--- config.mk ---
export PLATFORM = sky130hd
export DESIGN_NAME = reset_sequencer
export DESIGN_NICKNAME = d
export VERILOG_FILES = /design/src/rtl/reset_sequencer.sv
export SDC_FILE = /design/constraint.sdc
export NUM_CORES = 1
export LEC_CHECK = 0
export CAP_MARGIN = 25
export CORE_UTILIZATION = 58
export CTS_CLUSTER_DIAMETER = 80
export DETAILED_ROUTE_END_ITERATION = 7
export PLACE_DENSITY = 0.91
export SYNTH_ARGS = -nofsm -noshare
export SYNTH_HDL_FRONTEND = slang
export SYNTH_SLANG_ARGS = --single-unit
--- constraint.sdc ---
create_clock -name clk -period 4.9 [get_ports clk]
set_input_delay 0.49 -clock clk [delete_from_list [all_inputs] [get_ports clk]]
set_output_delay 0.49 -clock clk [all_outputs]
set_load 0.02 [all_outputs]
--- src/rtl/reset_sequencer.sv ---
// PLL-qualified reset sequencer: filters lock, holds all resets, then releases
// NUM_STAGES active-high resets in index order; re-sequences on lock loss or soft reset.
module reset_sequencer #(
   parameter int unsigned NUM_STAGES  = 3,
   parameter int unsigned HOLD_CYCLES = 10,
   parameter int unsigned STAGE_GAP   = 4,
   parameter int unsigned LOCK_FILTER = 16,
   parameter int unsigned CNT_WIDTH   = 8
) (
   input  logic                  clk,
   input  logic                  reset_n,
   input  logic                  locked,
   input  logic                  soft_rst,
   output logic [NUM_STAGES-1:0] rst_out,
   output logic                  all_released,
   output logic [7:0]            lock_lost_count
);

   localparam logic [CNT_WIDTH-1:0] LOCK_LAST = CNT_WIDTH'(LOCK_FILTER - 1);
   localparam logic [CNT_WIDTH-1:0] HOLD_LAST = CNT_WIDTH'(HOLD_CYCLES - 1);
   localparam logic [CNT_WIDTH-1:0] GAP_LAST  = CNT_WIDTH'(STAGE_GAP - 1);

   typedef enum logic [1:0] {WAIT_LOCK, HOLD, RELEASE, RUN} state_t;

   state_t                  state, state_nxt;
   logic [CNT_WIDTH-1:0]    timer, timer_nxt;
   logic [NUM_STAGES-1:0]   rst_nxt, rst_shift;
   logic                    all_nxt;
   logic [7:0]              cnt_nxt;
   logic                    sync_meta, locked_s;

   always_ff @(posedge clk or negedge reset_n) begin
      if (!reset_n) begin
         sync_meta <= 1'b0;
         locked_s  <= 1'b0;
      end else begin
         sync_meta <= locked;
         locked_s  <= sync_meta;
      end
   end

   always_ff @(posedge clk or negedge reset_n) begin
      if (!reset_n) begin
         state           <= WAIT_LOCK;
         timer           <= '0;
         rst_out         <= '1;
         all_released    <= 1'b0;
         lock_lost_count <= '0;
      end else begin
         state           <= state_nxt;
         timer           <= timer_nxt;
         rst_out         <= rst_nxt;
         all_released    <= all_nxt;
         lock_lost_count <= cnt_nxt;
      end
   end

   // Stages release strictly in index order, so the next pattern is a left shift
   // of the current one; the sequence is complete once the shift empties the vector.
   assign rst_shift = rst_out << 1;

   always_comb begin
      state_nxt = state;
      timer_nxt = timer;
      rst_nxt   = rst_out;
      all_nxt   = all_released;
      cnt_nxt   = lock_lost_count;
      case (state)
         HOLD, RELEASE, RUN: begin
            if (!locked_s) begin
               state_nxt = WAIT_LOCK;
               timer_nxt = '0;
               rst_nxt   = '1;
               all_nxt   = 1'b0;
               cnt_nxt   = (lock_lost_count == 8'hFF) ? 8'hFF : lock_lost_count + 8'd1;
            end else if (soft_rst) begin
               state_nxt = HOLD;
               timer_nxt = '0;
               rst_nxt   = '1;
               all_nxt   = 1'b0;
            end else if (state != RUN) begin
               if ((state == HOLD && timer == HOLD_LAST) ||
                   (state == RELEASE && timer == GAP_LAST)) begin
                  timer_nxt = '0;
                  rst_nxt   = rst_shift;
                  if (rst_shift == '0) begin
                     state_nxt = RUN;
                     all_nxt   = 1'b1;
                  end else begin
                     state_nxt = RELEASE;
                  end
               end else begin
                  timer_nxt = timer + 1'b1;
               end
            end
         end
         default: begin
            rst_nxt = '1;
            all_nxt = 1'b0;
            if (!locked_s) begin
               timer_nxt = '0;
            end else if (timer == LOCK_LAST) begin
               state_nxt = HOLD;
               timer_nxt = '0;
            end else begin
               timer_nxt = timer + 1'b1;
            end
         end
      endcase
   end

endmodule
### After elaboration in Yosys (flattened, before gate mapping)

Cells that the tools add are included.

* bits in registers: 24
* input port bits: 4
* output and inout port bits: 12
* word-level logic and storage cells: 59

* add/subtract/negate cells: 2
* equality and inequality tests: 11
* mux-type cells: 27
* bitwise operators: 1
* reductions and logical operators: 11

Operators with widths (count)
* 8-bit 2-to-1 mux: 8
* 8-bit by 1-bit adder with 8-bit output, second input constant: 2
* 8-bit by 4-bit equality test with 1-bit output, second input constant: 2
* 3-bit 2-to-1 mux: 5
* 2-bit 2-to-1 mux: 7
* 4-bit != test, second input constant: 3
* 8-bit by 2-bit equality test with 1-bit output, second input constant: 1
* 8-bit equality test, second input constant: 1
* 1-bit 2-to-1 mux: 7
* 2-bit equality test, second input constant: 2
* 2-bit AND reduction: 2
* 4-bit AND reduction: 1
* 2-bit nonzero test: 2
* 3-bit zero test: 1
* 3-bit AND reduction: 1
* 3-bit OR reduction: 1
* 2-bit by 1-bit equality test with 1-bit output, second input constant: 1
* 1-bit logical AND: 2
* 2-bit != test, second input constant: 1
* 1-bit logical OR: 1
* 1-bit inverter: 1

### Depth between registers and ports, before layout

Gate-level depths: netlist of run 1.

* word-level depth: 8
* mapped depth: 6
* mapped depth without buffers: 6

### Worst setup path after synthesis of run 1

Ideal clock, no wire load.

* path type: reg-to-reg
* start: register timer[0]
* end: register state[0]
* setup time: 135 ps
* arrival: 1428 ps
* required time: 4765 ps
* slack: 3337 ps
* stages on the path, launching flop included: 6
* buffers on the path: 0
* period minus slack after synthesis: 1563 ps
* cells stage by stage: dfrtp_1 > ha_1 > and4bb_2 > o211ai_4 > and2_4 > o31ai_1

* word-level cells in the longest chain between the ends: 5
* elaborated cells on any way between the ends: 9
* those cells by class: 4 x eq/ne; 5 x reduce/logical

Ends and longest elaborated chain
* from (decl): line 26 `logic [CNT_WIDTH-1:0] timer, timer_nxt;`
* from (signal assigned): line 51 `timer <= timer_nxt;`
* 8-bit by 4-bit equality test with 1-bit output / 8-bit by 2-bit equality test with 1-bit output (equally long branches): line 82, 83
* 1-bit logical AND, on equally long branches: line 82, 83
* 1-bit logical OR: line 82 `if ((state == HOLD && timer == HOLD_LAST) ||`
* 4-bit != test (no source line)
* 4-bit AND reduction (no source line) (*)
* to (signal assigned): line 50 `state <= state_nxt;`
* to (decl): line 25 `state_t state, state_nxt;`

Every way passes the cells marked *; elsewhere a longest branch is shown, timed or not.
A chain may end at the register's enable or synchronous reset.

### Worst setup path after layout of run 1

* start: register rst_out[0]
* end: output port rst_out[0]

RTL lines
* from (decl): line 14 `output logic [NUM_STAGES-1:0] rst_out,`
* from (signal assigned): line 52 `rst_out <= rst_nxt;`

No word-level cell between the ends.

==> metrics.txt, run 1 <==
outcome finished clean; # hold bufs at CTS 0; met3 wire length 88 microns; Syn Nets 127; syn_area_per_cell 10.5 sq um; post-CTS sizing 0; Final Hold Vio Count 0; number of buffers created by CTS 3; layout cells sized above 1 0.146; dpl hpwl 1700 microns; Die ar. 0.00237 sq mm; clock period minus worst slack 2020 ps; commonest non-fill, non-tap cells in the layout dfrtp_1, clkdlybuf4s50_1, nor2_1, a21oi_1, nand2_1; worst r2r path cells 5; Vias/cell 6.18; port buffer count 15; Synth top area share 0.415; initial antenna violation count 0; Req. time, crit path 4410 ps; vias in the first global route 984; CTS max path bufs 2; final core occ 0.745; total number of cells along the worst setup path 1; fraction of registers with async set/reset 1.00; CP max stage cell clkdlybuf4s50_1; type of origin of the critical path flip-flop; GP Congestion 0.908; I/O pins 16; VDD IR max 208 uV; via count 1,014; max-cap check violation count 0; Inserted Diodes 0; worst-path fanout max 5; register area 604 sq um; CTS H-tree depth 1; clk sinks 24; most common cell after layout, fill and taps aside dfrtp_1; CP Cell Sequence clkdlybuf4s50_1; Mapped Area 0.00126 sq mm; core area 0.00200 sq mm; DP Cell Count 159; Post-synth EDFFs 0; Lkg Pwr 0.000640 uW; Synth-to-Final Area Change 17.9%; drt first-iter violations 36; Die X 48.7 microns; drt first pass iters 4; max frequency 495 MHz; Top Metal Used met4; wire per inst 15.3 microns; crit path launch rst_out[0]; cell family with most CP delay buffers and inverters; ys flop type dfrtp_1; hold path depth 0; sequential share of the synthesized area 0.478; critical path class reg -> out; multi-input logic area 613 sq um; worst hold path type reg -> reg; root buf cell clkbuf_4; Max Transition Viols Final 0; CP bufs+invs 1; Post-Syn Instances 120; Routed WL 2510 microns; Overall Global Routing Usage 0.247; met2 WL 1240 microns; Reg clk slew, reported paths 130 ps; CTS tree built; Final ANT Viol Nets 0; unrepaired setup endpoints after global routing false; Final #Nets 145; Setup Skew 2.99 ps; largest net degree at the start of global routing 25; crit end category output port; max incr delay on CP 610 ps; DIE HEIGHT 48.7 microns; Rows 16; pwr dens 253 mW/mm^2; # setup viols final 0; first-pass GRT wire length 4440 microns; grt total ovfl 0; Slew HR 0.607; M1 WL 1100 microns; DRC Markers 0; measured slew at the worst slew-check pin 585 ps; Area contributors post-synth dfrtp_1, dfstp_2, a21oi_1; worst skew pair latency 330 ps; Fin Setup TNS 0 ps; Ys Warns 0; number of fill cells 135; WP data arrival 1530 ps; Post-CTS Setup Inserts 0; reg2reg start timer[0]; Synth Register Bits 24; R2R Setup Slk 3160 ps; fin cells 164; min-delay src sync_meta; unique cell type count in the Yosys netlist 43; Final Cycle Share 0.412; initial core utilization 0.632; leading area contributor after synthesis dfrtp_1
-- cells in the mapped netlist (2+ instances only) --
master and number:
a21oi_1 10, a31oi_1 2, and3_1 4, and4b_1 2
dfrtp_1 21, dfstp_2 3, ha_1 3, inv_1 6
nand2_1 7, nand3_1 4, nand4_1 2, nor2_1 10
nor3_1 5, o21a_1 4, o21ai_0 3, xnor2_1 4
xor2_1 4
-- metal layers --
metal | up-vias | GRT usage
li1 | 473 | -
met2 | 33 | 0.405
met3 | 9 | 0.0346
met4 | 0 | 0.157
met1 | 499 | 0.306
met5 | - | 0
-- layout make-up --
type                    count  area share
well taps                  27      0.0227
clock buffers               3      0.0151
inverters                   6      0.0151
flip-flops and latches     24       0.405
multi-input cells          87       0.411
clock inverters             1      0.0201
repair buffers             16       0.111
-- state kept, by name (all words and copies together), names as in the netlist --
| register | flops |
|---|---|
| sync_meta | 1 |
| timer | 8 |
| rst_out | 3 |
| locked_s | 1 |
| lock_lost_count | 8 |
| all_released | 1 |
| state | 2 |
-- kinds of logic (layout without fill, tap and decap cells) --
family / Yosys count / after routing / share of synthesized area
buf+inv: 9 / 26 / 0.0376
compound gates: 30 / 30 / 0.180
flops: 24 / 24 / 0.478
simple gates: 46 / 46 / 0.220
xor+xnor: 8 / 8 / 0.0554
fa+ha+maj: 3 / 3 / 0.0297
-- final timing paths --
kind / to
min: locked_s
max in group asynchronous: rst_out[0]
min in group asynchronous: timer[7]
min reg2reg: locked_s
max: rst_out[0]
max reg2reg: state[0]
-- stage by stage --
stage	total power [uW]	setup WS (ps)	hold WS, ps	cell area, sq um
final	377	2880	366	1490
after global routing	388	2840	386	1490
after CTS	379	2870	369	1480
after detailed placement	233	2940	337	1420
after global placement	232	2980	334	1420
after floorplan	223	3340	194	1260
-- power by group --
group	switching (uW)	internal, uW
clock network	62.7	82.9
logic	12.8	10.6
registers	5.37	202
No activity file was read; power rests on OpenSTA's default activity.
==> run 2: changes to the inputs <==
--- a/config.mk
+++ b/config.mk
@@ -6,10 +6,10 @@
 export NUM_CORES = 1
 export LEC_CHECK = 0
 export CAP_MARGIN = 25
-export CORE_UTILIZATION = 58
+export CORE_UTILIZATION = 48
 export CTS_CLUSTER_DIAMETER = 80
 export DETAILED_ROUTE_END_ITERATION = 7
-export PLACE_DENSITY = 0.91
+export PLACE_DENSITY = 0.81
 export SYNTH_ARGS = -nofsm -noshare
 export SYNTH_HDL_FRONTEND = slang
 export SYNTH_SLANG_ARGS = --single-unit
==> constraint.sdc (replaced) <==
create_clock -name clk -period 1.7 [get_ports clk]
set_input_delay 0.17 -clock clk [delete_from_list [all_inputs] [get_ports clk]]
set_output_delay 0.17 -clock clk [all_outputs]
set_load 0.02 [all_outputs]
==> metrics.txt, run 2 (same netlist as run 1, synthesis figures left out) <==
CTS max path bufs 2 (unchanged); worst hold path type in -> async; max-cap check violation count 0 (unchanged); port buffer count 15 (unchanged); grt total ovfl 0 (unchanged); Die X 53.3 microns (+9.5%); clk sinks 24 (unchanged); clock period minus worst slack 1590 ps; I/O pins 16 (unchanged); WP data arrival 1830 ps (+300 ps); type of origin of the critical path flip-flop; # setup viols final 0 (unchanged); Inserted Diodes 0 (unchanged); unrepaired setup endpoints after global routing false; GP Congestion 0.811 (-11%); Regs by FF count lock_lost_count (8), timer (8), rst_out (3); vias in the first global route 920 (-6.5%); outcome finished clean; Req. time, crit path 1940 ps (-2470 ps); drt first pass iters 4 (unchanged); Setup WS pre-CTS -0.220 ps (-2940 ps); Reg clk slew, reported paths 140 ps (about the same); Setup Skew 10.1 ps (+7.14 ps); Final Cycle Share 0.938; drt first-iter violations 18 (-50%); crit end category flip-flop; DRC Markers 0 (unchanged); Final ANT Viol Nets 0 (unchanged); CTS tree built; worst-path fanout max 6 (+1); number of buffers created by CTS 3 (unchanged); Vias/cell 5.81 (-6.1%); setup slack after layout 106 ps (-2770 ps); Overall Global Routing Usage 0.197 (-0.0504); CTS H-tree depth 1 (unchanged); Synth-to-Final Area Change 20.0%; layout cells sized above 1 0.170 (+0.0242); VDD IR max 639 uV (+210%); CP Cell Sequence ha_1 -> and4bb_2 -> o211ai_4 -> a21oi_2 -> a211oi_2; pwr dens 711 mW/mm^2 (+180%); critical path class reg -> reg; measured slew at the worst slew-check pin 351 ps (-234 ps); core area 0.00248 sq mm (+24%); most common cell after layout, fill and taps aside dfrtp_1; CP max stage cell dfrtp_1; first-pass GRT wire length 3930 microns (-11%); Die ar. 0.00284 sq mm (+20%); Final #Nets 149 (+2.8%); via count 993 (-2.1%); wire per inst 14.6 microns (-4.3%); max incr delay on CP 420 ps (-190 ps); Slew HR 0.763 (+0.156); Rows 18 (+2); largest net degree at the start of global routing 25 (unchanged); initial antenna violation count 0 (unchanged); root buf cell clkbuf_4; commonest non-fill, non-tap cells in the layout dfrtp_1, clkdlybuf4s50_1, nor2_1, a21oi_1, nand2_1; initial core utilization 0.511 (-0.121); Lkg Pwr 0.000651 uW (+1.8%); R2R Setup Slk 110 ps (-3050 ps); worst skew pair latency 320 ps (about the same); Max Transition Viols Final 0 (unchanged); Final Hold Vio Count 0 (unchanged); Routed WL 2500 microns (-0.24%); dpl hpwl 1830 microns (+7.9%); max frequency 627 MHz; DIE HEIGHT 53.3 microns (+9.5%); Fin Setup TNS 0 ps (unchanged)
[run 2: what timing repair did]
action,4_1_cts,5_1_grt
pin swaps,0,1
buffers inserted,0,2
resized for setup,2,1
endpoints found under the setup margin,2,7
hold buffers,0,0
[run 2: final timing paths]
| path | start | endpoint | cells past startpoint |
|---|---|---|---|
| min in group clk | locked | sync_meta | 1 |
| worst max register to register | timer[0] | timer[1] | 5 |
| worst min register to register | sync_meta | locked_s | 0 |
| worst min-delay path | reset_n | state[0] | 2 |
| worst max-delay path | timer[0] | timer[1] | 5 |
| max in group asynchronous | reset_n | rst_out[1] | 2 |
[run 2: worst max-delay path, delay by kind of cell (launching register included)]
family                   cells  cell delay [ps]
AND/OR/NAND/NOR              1              270
AO/OA/AOI/OAI                3              590
adder cells (fa/ha/maj)      1              250
flip-flops                   1              420
[run 2: final cells by class]
cell class | instances | area [sq um]
Inverter | 6 | 22.5
Sequential cell | 24 | 604
Clock inverter | 1 | 30.0
Timing Repair Buffer | 20 | 188
Tap cell | 30 | 37.5
Fill cell | 219 | 960
Clock buffer | 3 | 22.5
Multi-Input combinational cell | 87 | 613
[run 2: per-stage QoR]
step	area, sq um	instances	total power [uW]	util	hold WS (ps)
final	1520	171	1080	0.613	184
after global routing	1520	171	1120	0.613	216
after CTS	1500	169	1100	0.606	171
after detailed placement	1450	165	679	0.585	344
after global placement	1450	165	674	0.585	333
after floorplan	1260	120	642	-	-126
[run 2: per-layer routing]
layer / track usage / share of wire / vias to the layer above
met3: 0.0287 / 0.049 / 4
met2: 0.335 / 0.50 / 25
met4: 0.0921 / 0.012 / 0
li1: - / - / 486
met1: 0.241 / 0.44 / 478
met5: 0 / 0 / -
[run 2: power breakdown]
| part | total (uW) | internal (uW) | switching, uW |
|---|---|---|---|
| Clock | 412 | 239 | 173 |
| Sequential | 596 | 583 | 13.0 |
| Combinational | 70.9 | 32.5 | 38.3 |
